<file path="config.mk">
export PLATFORM = sky130hd
export DESIGN_NAME = serial_adder
export DESIGN_NICKNAME = d
export VERILOG_FILES = /design/src/rtl/serial_adder_pkg.sv /design/src/rtl/serial_fa_cell.sv /design/src/rtl/serial_adder.sv
export SDC_FILE = /design/constraint.sdc
export NUM_CORES = 1
export LEC_CHECK = 0
export CORE_UTILIZATION = 61
export DETAILED_ROUTE_END_ITERATION = 10
export DONT_BUFFER_PORTS = 1
export MAX_ROUTING_LAYER = met4
export PLACE_DENSITY_LB_ADDON = 0.05
export SYNTH_ARGS = -nofsm -noshare
export SYNTH_HDL_FRONTEND = slang
export SYNTH_SLANG_ARGS = --single-unit
export TNS_END_PERCENT = 10
</file>
<file path="constraint.sdc">
create_clock -name clk -period 2 [get_ports clk]
set_input_delay 0.2 -clock clk [delete_from_list [all_inputs] [get_ports clk]]
set_output_delay 0.2 -clock clk [all_outputs]
set_load 0.03 [all_outputs]
</file>
<file path="src/rtl/serial_adder_pkg.sv">
// Shared types and sizing helpers for the bit-serial adder.
// The optional overflow output is enabled by defining SERIAL_ADDER_OVF_EN.
package serial_adder_pkg;

    typedef enum logic [1:0] {
        IDLE = 2'd0,
        RUN  = 2'd1,
        DONE = 2'd2
    } state_e;

    // Bit-position counter width; never narrower than one bit.
    function automatic int cnt_width(input int width);
        int w;
        w = $clog2(width);
        return (w < 1) ? 1 : w;
    endfunction

endpackage

</file>
<file path="src/rtl/serial_fa_cell.sv">
// One-bit full-adder cell: the only arithmetic in the serial adder datapath.
module serial_fa_cell (
    input  logic a,
    input  logic b,
    input  logic cin,
    output logic y,
    output logic cout
);

    assign y    = a ^ b ^ cin;
    assign cout = (a & b) | (cin & (a ^ b));

endmodule

</file>
<file path="src/rtl/serial_adder.sv">
// Bit-serial WIDTH-bit adder: one bit pair per cycle, LSB first, through serial_fa_cell.
// Define SERIAL_ADDER_OVF_EN to add the signed-overflow output ovf.
module serial_adder
    import serial_adder_pkg::*;
#(
    parameter int WIDTH = 8
) (
    input  logic             clk,
    input  logic             rst_n,
    input  logic             in_valid,
    output logic             in_ready,
    input  logic [WIDTH-1:0] a,
    input  logic [WIDTH-1:0] b,
    input  logic             cin,
    output logic             out_valid,
    input  logic             out_ready,
    output logic [WIDTH-1:0] sum,
    output logic             cout,
    output logic             busy
`ifdef SERIAL_ADDER_OVF_EN
    ,
    output logic             ovf
`endif
);

    localparam int CNT_W = cnt_width(WIDTH);
    localparam logic [CNT_W-1:0] LAST_CNT = CNT_W'(WIDTH - 1);

    state_e           state_q, state_d;
    logic [WIDTH-1:0] a_sr_q, a_sr_d;
    logic [WIDTH-1:0] b_sr_q, b_sr_d;
    logic [WIDTH-1:0] sum_sr_q, sum_sr_d;
    logic             carry_q, carry_d;
    logic [CNT_W-1:0] cnt_q, cnt_d;
    logic             out_valid_q, out_valid_d;
    logic             busy_q, busy_d;
`ifdef SERIAL_ADDER_OVF_EN
    logic             ovf_q, ovf_d;
`endif

    logic             in_ready_s;
    logic             fa_y_s;
    logic             fa_cout_s;

    serial_fa_cell u_fa (
        .a    (a_sr_q[0]),
        .b    (b_sr_q[0]),
        .cin  (carry_q),
        .y    (fa_y_s),
        .cout (fa_cout_s)
    );

    // A result taken in DONE frees the block in the same cycle, allowing back-to-back accepts.
    assign in_ready_s = (state_q == IDLE) || ((state_q == DONE) && out_ready);

    // Next-state, operand load and per-bit shift logic.
    always_comb begin
        state_d  = state_q;
        a_sr_d   = a_sr_q;
        b_sr_d   = b_sr_q;
        sum_sr_d = sum_sr_q;
        carry_d  = carry_q;
        cnt_d    = cnt_q;
`ifdef SERIAL_ADDER_OVF_EN
        ovf_d    = ovf_q;
`endif
        case (state_q)
            IDLE: begin
                if (in_valid) begin
                    a_sr_d  = a;
                    b_sr_d  = b;
                    carry_d = cin;
                    cnt_d   = {CNT_W{1'b0}};
                    state_d = RUN;
                end else begin
                    state_d = IDLE;
                end
            end
            RUN: begin
                sum_sr_d = {fa_y_s, sum_sr_q[WIDTH-1:1]};
                a_sr_d   = {1'b0, a_sr_q[WIDTH-1:1]};
                b_sr_d   = {1'b0, b_sr_q[WIDTH-1:1]};
                carry_d  = fa_cout_s;
                cnt_d    = cnt_q + CNT_W'(1);
                if (cnt_q == LAST_CNT) begin
                    state_d = DONE;
`ifdef SERIAL_ADDER_OVF_EN
                    // carry_q is the carry into the MSB, fa_cout_s the carry out of it.
                    ovf_d   = carry_q ^ fa_cout_s;
`endif
                end else begin
                    state_d = RUN;
                end
            end
            DONE: begin
                if (out_ready) begin
                    if (in_valid) begin
                        a_sr_d  = a;
                        b_sr_d  = b;
                        carry_d = cin;
                        cnt_d   = {CNT_W{1'b0}};
                        state_d = RUN;
                    end else begin
                        state_d = IDLE;
                    end
                end else begin
                    state_d = DONE;
                end
            end
            default: begin
                state_d = IDLE;
            end
        endcase
        out_valid_d = (state_d == DONE);
        busy_d      = (state_d != IDLE);
    end

    // State and datapath registers; reset discards any partial result.
    always_ff @(posedge clk or negedge rst_n) begin
        if (!rst_n) begin
            state_q     <= IDLE;
            a_sr_q      <= {WIDTH{1'b0}};
            b_sr_q      <= {WIDTH{1'b0}};
            sum_sr_q    <= {WIDTH{1'b0}};
            carry_q     <= 1'b0;
            cnt_q       <= {CNT_W{1'b0}};
            out_valid_q <= 1'b0;
            busy_q      <= 1'b0;
`ifdef SERIAL_ADDER_OVF_EN
            ovf_q       <= 1'b0;
`endif
        end else begin
            state_q     <= state_d;
            a_sr_q      <= a_sr_d;
            b_sr_q      <= b_sr_d;
            sum_sr_q    <= sum_sr_d;
            carry_q     <= carry_d;
            cnt_q       <= cnt_d;
            out_valid_q <= out_valid_d;
            busy_q      <= busy_d;
`ifdef SERIAL_ADDER_OVF_EN
            ovf_q       <= ovf_d;
`endif
        end
    end

    assign in_ready  = in_ready_s;
    assign out_valid = out_valid_q;
    assign busy      = busy_q;
    assign sum       = sum_sr_q;
    assign cout      = carry_q;
`ifdef SERIAL_ADDER_OVF_EN
    assign ovf       = ovf_q;
`endif

endmodule

</file>
== Word-level counts from Yosys, hierarchy flattened ==
Index checks and enable logic that the tools add are counted.
Operators by class
  $add $sub $neg: 1
  eq/ne operators: 5
  multiplexer cells: 16
  bitwise operators: 5
  reduce and logical (&&, ||, !) cells: 6
Operator list (number)
  $pmux W8 S3: 2
  $mux W8: 4
  $pmux W3 S3: 1
  $mux W3: 2
  $pmux W2 S3: 1
  $eq A2 B2 Y1 const B: 2
  $mux W2: 2
  $add A3 B1 Y3 const B: 1
  $eq A3 B3 Y1 const B: 1
  $mux W1: 3
  $pmux W1 S3: 1
  $reduce_bool A3 Y1: 1
  $and A1 B1 Y1: 2
  $eq A2 B1 Y1 const B: 1
  $logic_not A2 Y1: 1
  $ne A2 B2 Y1 const B: 1
  $reduce_and A2 Y1: 1
  $reduce_bool A2 Y1: 1
  $xor A1 B1 Y1: 2
  $logic_and A1 B1 Y1: 1
  $logic_or A1 B1 Y1: 1
  $or A1 B1 Y1: 1
Storage, ports and cells
  flip-flop bits (word level): 32
  output and inout bits: 12

== Longest topological paths before layout ==
Gate-level depths: netlist (run 1).
  word-level depth: 4
  mapped depth: 6
  depth with buffers taken out: 4

== Hierarchy ==
Synthesis (run 1) repeated with hierarchy kept, for this count alone.
Unflattened totals
  cell total of the unflattened synthesis: 122
  area total of the unflattened synthesis: 1522.7 um^2
By module, submodules not included
  serial_adder: times used 1, cells each 121, area each 1502.7 um^2, sequential area each 800.8 um^2
  serial_fa_cell: times used 1, cells each 1, area each 20.0 um^2, sequential area each 0.0 um^2

== Least setup slack after synthesis (run 1) ==
OpenSTA, ideal clock, no wires.
  path kind: register -> register
  from: reg carry_q, in the netlist cout
  to: reg carry_q, in the netlist cout
  library setup time: 0.125 ns
  data arrival time: 1.435 ns
  path slack: 0.440 ns
  stages on the path, launching flop included: 4
  path buffers: 0
  cell sequence: dfrtp_1 fa_1 mux2_4 mux2_4
Between the ends
  longest elaborated chain between the ends: 3
  elaborated cells between the ends (all ways): 5
RTL lines
  start: declaration: line serial_adder.sv:33  | logic carry_q, carry_d;
  start signal: assignment: line serial_adder.sv:137  | carry_q <= carry_d;
  $mux W1 or $and A1 B1 Y1 (tied branches)
  $mux W1 or $or A1 B1 Y1 (tied branches)
  $pmux W1 S3 (*): line serial_adder.sv:67  | case (state_q)
Every way passes the cells marked *; elsewhere a longest branch is shown, timed or not. The select of a mux whose other input is x is not followed.
A chain may end at the register's enable or synchronous reset.

== Worst setup path after layout (run 1) ==
Same ends and word-level chain as after synthesis.

==> impl_metrics.yaml, run 1 <==
clock_network:
  cts-htree-levels: 2
  cts_buffers: 5
  insertion_delay_ns: 0.32
  cts_resized: 0
  clockBufferDepth: 2
  clock-root-buffer: "clkbuf_4"
  cts-hold-fix-buffers: 3
  cts_sinks: 32
  clk_pin_slew_ns: 0.09
  cts_tree: "yes"
  postCtsSetupRepairBufs: 0
critical_path:
  worstSetupPathType: "reg2reg"
  cp_max_fo: 3
  critPathCaptureType: "flop"
  start_kind: "flop"
  r2r-end: "cout"
  cp-endpoint: "cout"
  r2r_start: "cout"
  r2r.worst_path.cells: 3
  startpoint: "cout"
  crit_top_cell: "mux2_4"
  r2r_slack_ns: 0.37
  worst_ep_arrival_time_ns: 1.84
  cp.required_ns: 2.21
  critPathSlowestCell: "dfrtp_1"
  worstPathCellList: "fa_1, mux2_4, mux2_4"
  max_stage_delay_ns: 0.53
logic_synthesis:
  yosys.area.top_type: "dfrtp_1"
  synthAdderAreaFrac_pct: 2.96
  synth_xor_area_share_pct: 0
  synth_nets: 146
  yosys-top-cells-area: "dfrtp_1, mux2_2, mux2_4, nand2_1, ha_1"
  netlist_area_um2: 1520
  synth_cells: 122
  seq_area_frac_synth_pct: 52.6
  yosys_register_bits: 32
  synth_top_family_by_area: "multiplexers"
  avgSynthCellArea_um2: 12.5
  yosys.area_share.simple_pct: 10.1
  ys_warn_count: 0
  synth_top_area_share_pct: 52.6
  synth.distinct_cells: 21
  synth_compound_area_share_pct: 3.37
  muxShareOfSynthArea_pct: 26.5
finish:
  areaGrowthSynthToFinish_pct: 9.20
  drive_gt1_share_pct: 33.1
  fin_nets: 153
  antenna_cells: 0
  final_core_util_pct: 73.1
pwr:
  power_density_nw_per_um2: 1850
  peakVddDrop_v: 0.00140
  leakage_nw: 0.839
sta:
  skew_ns: 0.0116
  fmax_mhz: 612
  slew_headroom_pct: 72.9
  finalHoldViolations: 0
  final_max_slew_viol_count: 0
  rsz0062_at_grt: "false"
  tns_ns: 0
  setup_viol: 0
  period_minus_slack_ns: 1.63
  fin_crit_sh_pct: 81.7
  tightestPinTransition_ns: 0.406
flow_run:
  drv_cap: 0
route:
  wl_per_cell_um: 14.8
  vias: 873
  drc: 0
  dr.pass1.iters: 4
  via_per_inst: 5.53
  drtIter0Drc: 11
  ant_nets: 0
  wirelength_um: 2340
grt:
  grt_pass1_wl_um: 3730
  track_usage_pct: 20.6
  gr-total-overflow: 0
  grt_max_degree: 33
  grt_pass1_vias: 873
  antenna_found_initial: 0
hold_path:
  worstHoldStart: "a[7]"
  hold_class: "in2reg"
die:
  die_h_um: 52.0
  coreArea_um2: 2280
  initial_core_util_pct: 66.9
  die_w_um: 52.0
  row_count: 17
  ios: 33
  design.die.area_um2: 2700
outcome:
  status: "complete, no violations"
placed_design:
  dp_hpwl_um: 1570
  gp_congestion: 0.843
  io_buffers: 0
==> power breakdown <==
| group | leakage [nW] | total (mW) | switching (mW) | internal, mW |
|---|---|---|---|---|
| registers | 0.394 | 1.34 | 0.392 | 0.952 |
| logic | 0.403 | 1.26 | 0.529 | 0.732 |
| clock network | 0.0422 | 0.467 | 0.205 | 0.262 |
==> critical path: cells and delay by family, from the launching register on <==
kind,cells,cell delay [ns]
fa+ha+maj,1,0.47
flops,1,0.53
mux,2,0.53
==> cell type report <==
class,instances,area (um^2)
Sequential cell,32,801
Clock inverter,2,35.0
Inverter,5,18.8
Timing Repair Buffer,6,75.1
Multi-Input combinational cell,79,657
Clock buffer,6,41.3
Fill cell,175,613
Tap cell,28,35.0
==> flip-flops by register name (all words and copies together), names as in the netlist <==
signal and count:
a_sr_q 8, busy 1, sum 8, cout 1, out_valid 1, cnt_q 3
state_q 2, b_sr_q 8
==> per-layer routing <==
metal / GRT usage (%) / wire, um / part of all wire [%] / vias up
li1: - / - / - / 418
met1: 23.3 / 1010 / 43 / 419
met2: 31.0 / 1110 / 48 / 32
met3: 7.02 / 177 / 7.6 / 4
met4: 13.5 / 42 / 1.8 / 0
met5: - / 0 / 0 / -
==> per-stage QoR <==
step                      setup slack [ns]  hold WS (ns)  power, mW  instances  area [um^2]
after global placement               0.420       -0.0950       2.54        147         1550
final                                0.366        0.0143       3.07        158         1660
after floorplan                      0.440       -0.0956       2.40        122         1520
after global routing                 0.323       0.00443       3.28        158         1660
after detailed placement             0.363       -0.0950       2.61        147         1550
after CTS                            0.348      0.000962       3.12        158         1660
==> cells in the mapped netlist <==
library cell   n
nand2_1       28
buf_12         1
a21oi_1        2
clkbuf_1       1
a22o_1         2
nor2b_1        1
fa_1           1
o2bb2ai_1      1
ha_1           2
nand2b_1       1
nor2b_4        1
mux2_2        18
inv_1          5
nor2_1         4
mux2i_1        2
mux2_4        12
dfrtp_1       32
buf_6          1
buf_2          3
o21ai_0        3
or2b_1         1
==> cells in the final DEF, fill, tap and decap left out <==
cell type      netlist  routed
nor2b_1              1       1
clkbuf_1             1       1
nor2b_4              1       1
mux2_4              12      12
or2b_1               1       1
buf_4                0       2
a22o_1               2       2
buf_12               1       2
dlygate4sd3_1        0       2
clkbuf_4             0       5
mux2_2              18      18
a21oi_2              0       1
nand2b_1             1       1
nand2_1             28      28
o21ai_0              3       3
bufinv_16            0       1
fa_1                 1       1
inv_1                5       5
a21oi_1              2       1
mux2i_1              2       2
nor2_1               4       4
ha_1                 2       2
o2bb2ai_1            1       1
dfrtp_1             32      32
clkinv_2             0       1
==> cells by family (layout without fill, tap and decap cells) <==
kind of cell | Yosys count | after routing
buffers and inverters | 11 | 19
AO/OA/AOI/OAI | 8 | 8
adder cells (fa/ha/maj) | 3 | 3
flip-flops | 32 | 32
multiplexers | 32 | 32
AND/OR/NAND/NOR | 36 | 36
==> how the worst min path moves through the flow <==
stage                       to  slack [ns]  cells past startpoint
floorplan            a_sr_q[0]        -0.1                      0
global placement        sum[3]       -0.09                      0
detailed placement      sum[3]       -0.09                      0
CTS                 state_q[0]       0.001                      1
global route        state_q[0]       0.004                      1
finish               a_sr_q[7]        0.01                      2
No activity file was read; power rests on OpenSTA's default activity.
==> run 2, diff against run 1 <==
clock period = 1.6 ns   (was 2 ns; I/O delays follow)
==> run 2 against run 1 <==
Maximum frequency grew 6.0%. Via count grew 4.9%. Final area grew 2.9%. Largest power group is now combinational cells. Core utilization grew 2.1 points. Critical endpoint is now a_sr_q[1]. Final cell count grew 2.5%. Sequential share of layout area shrank 1.3 points. Global-route usage grew 2.7 points. Clock skew shrank 0.0032 ns. Combinational power grew 37%.
==> impl_metrics.yaml, run 2 (same netlist as run 1, synthesis figures left out) <==
pwr:
  peakVddDrop_v: 0.00149
  power_density_nw_per_um2: 2250
  leakage_nw: 0.862
  p_total_mw: 3.86
critical_path:
  cp_max_fo: 16
  critPathCaptureType: "flop"
  r2r.worst_path.cells: 4
  worst_ep_arrival_time_ns: 1.76
  r2r_start: "state_q[0]"
  worstSetupPathType: "reg2reg"
  r2r_slack_ns: 0.06
  start_kind: "flop"
  r2r-end: "a_sr_q[1]"
  cp.required_ns: 1.82
  startpoint: "state_q[0]"
finish:
  final_cell_mix: "dfrtp_1, nand2_1, mux2_2, mux2_4"
  final_cells: 162
  areaGrowthSynthToFinish_pct: 12.4
  final_common_cell: "dfrtp_1"
  fin_nets: 157
  design_area_um2: 1710
  final_core_util_pct: 75.2
  drive_gt1_share_pct: 35.8
  num-fill-cells: 152
  antenna_cells: 0
  ff_latch_area_um2: 802
  multi_input_area_um2: 659
clock_network:
  clk_pin_slew_ns: 0.10
  cts_sinks: 32
  insertion_delay_ns: 0.33
  cts_tree: "yes"
  postCtsSetupRepairBufs: 0
  cts-htree-levels: 2
  clock-root-buffer: "clkbuf_4"
  cts_buffers: 5
  clockBufferDepth: 2
grt:
  grt_max_degree: 33
  gr-total-overflow: 0
  antenna_found_initial: 0
  grt_pass1_wl_um: 4160
  grt_pass1_vias: 976
  track_usage_pct: 23.3
sta:
  setup_viol: 0
  finalHoldViolations: 0
  period_minus_slack_ns: 1.54
  rsz0062_at_grt: "false"
  skew_ns: 0.00848
  slew_headroom_pct: 73.6
  fmax_mhz: 649
  fin_crit_sh_pct: 96.4
  setup_slack_ns: 0.0581
  tns_ns: 0
  tightestPinTransition_ns: 0.397
  holdWs_ns: 0.0354
  final_max_slew_viol_count: 0
route:
  wirelength_um: 2450
  via_per_inst: 5.65
  drc: 0
  vias: 916
  ant_nets: 0
  dr.pass1.iters: 4
  wl_per_cell_um: 15.1
  drtIter0Drc: 10
outcome:
  status: "complete, no violations"
die:
  ios: 33
  row_count: 17
  initial_core_util_pct: 66.9
  coreArea_um2: 2280
  die_h_um: 52.0
  design.die.area_um2: 2700
  die_w_um: 52.0
placed_design:
  placed_cell_area_um2: 1590
  io_buffers: 0
  gp_congestion: 0.785
  dp.cells: 149
  dp_hpwl_um: 1700
  dp_slack_ns: 0.0369
hold_path:
  hold_path_depth: 2
  worstHoldStart: "in_valid"
  hold_end: "busy"
  hold_class: "in2reg"
flow_run:
  drv_cap: 0
run 2: metal layers:
| metal | vias up | global-route usage [%] | part of all wire [%] |
|---|---|---|---|
| li1 | 427 | - | - |
| met1 | 461 | 24.7 | 42 |
| met2 | 26 | 36.8 | 51 |
| met3 | 2 | 10.2 | 6.3 |
| met4 | 0 | 12.2 | 0.94 |
| met5 | - | - | 0 |
run 2: layout make-up:
type                    instances  share of cell area (%)
multi-input cells              79                    38.5
well taps                      28                    2.05
inverters                       5                    1.10
clock inverters                 2                   0.585
flip-flops and latches         32                    46.9
clock buffers                   6                    3.00
repair buffers                 10                    7.89
run 2: report_power, final:
part           switching, mW  leakage, nW  internal [mW]  total (mW)
Clock                  0.269       0.0380          0.209       0.478
Combinational          0.713        0.431           1.01        1.72
Sequential             0.462        0.393           1.19        1.66
Total                   1.44        0.862           2.41        3.86
run 2: what timing repair did:
action,in CTS,in global routing
hold endpoints to repair,35,0
setup endpoints to repair,0,5
gates resized for setup,0,2
hold buffers,5,0
run 2: critical path: stages, from the launching register on:
cell     delay, ns
dfrtp_2       0.42
nor2b_4       0.22
buf_12        0.18
mux2_2        0.34
mux2_2        0.27
run 2: worst max-delay path by stage:
stage                endpoint  cells after the start
global route        b_sr_q[0]                      4
CTS                 a_sr_q[1]                      4
global placement    a_sr_q[0]                      4
finish              a_sr_q[1]                      4
floorplan                cout                      3
detailed placement  a_sr_q[1]                      4
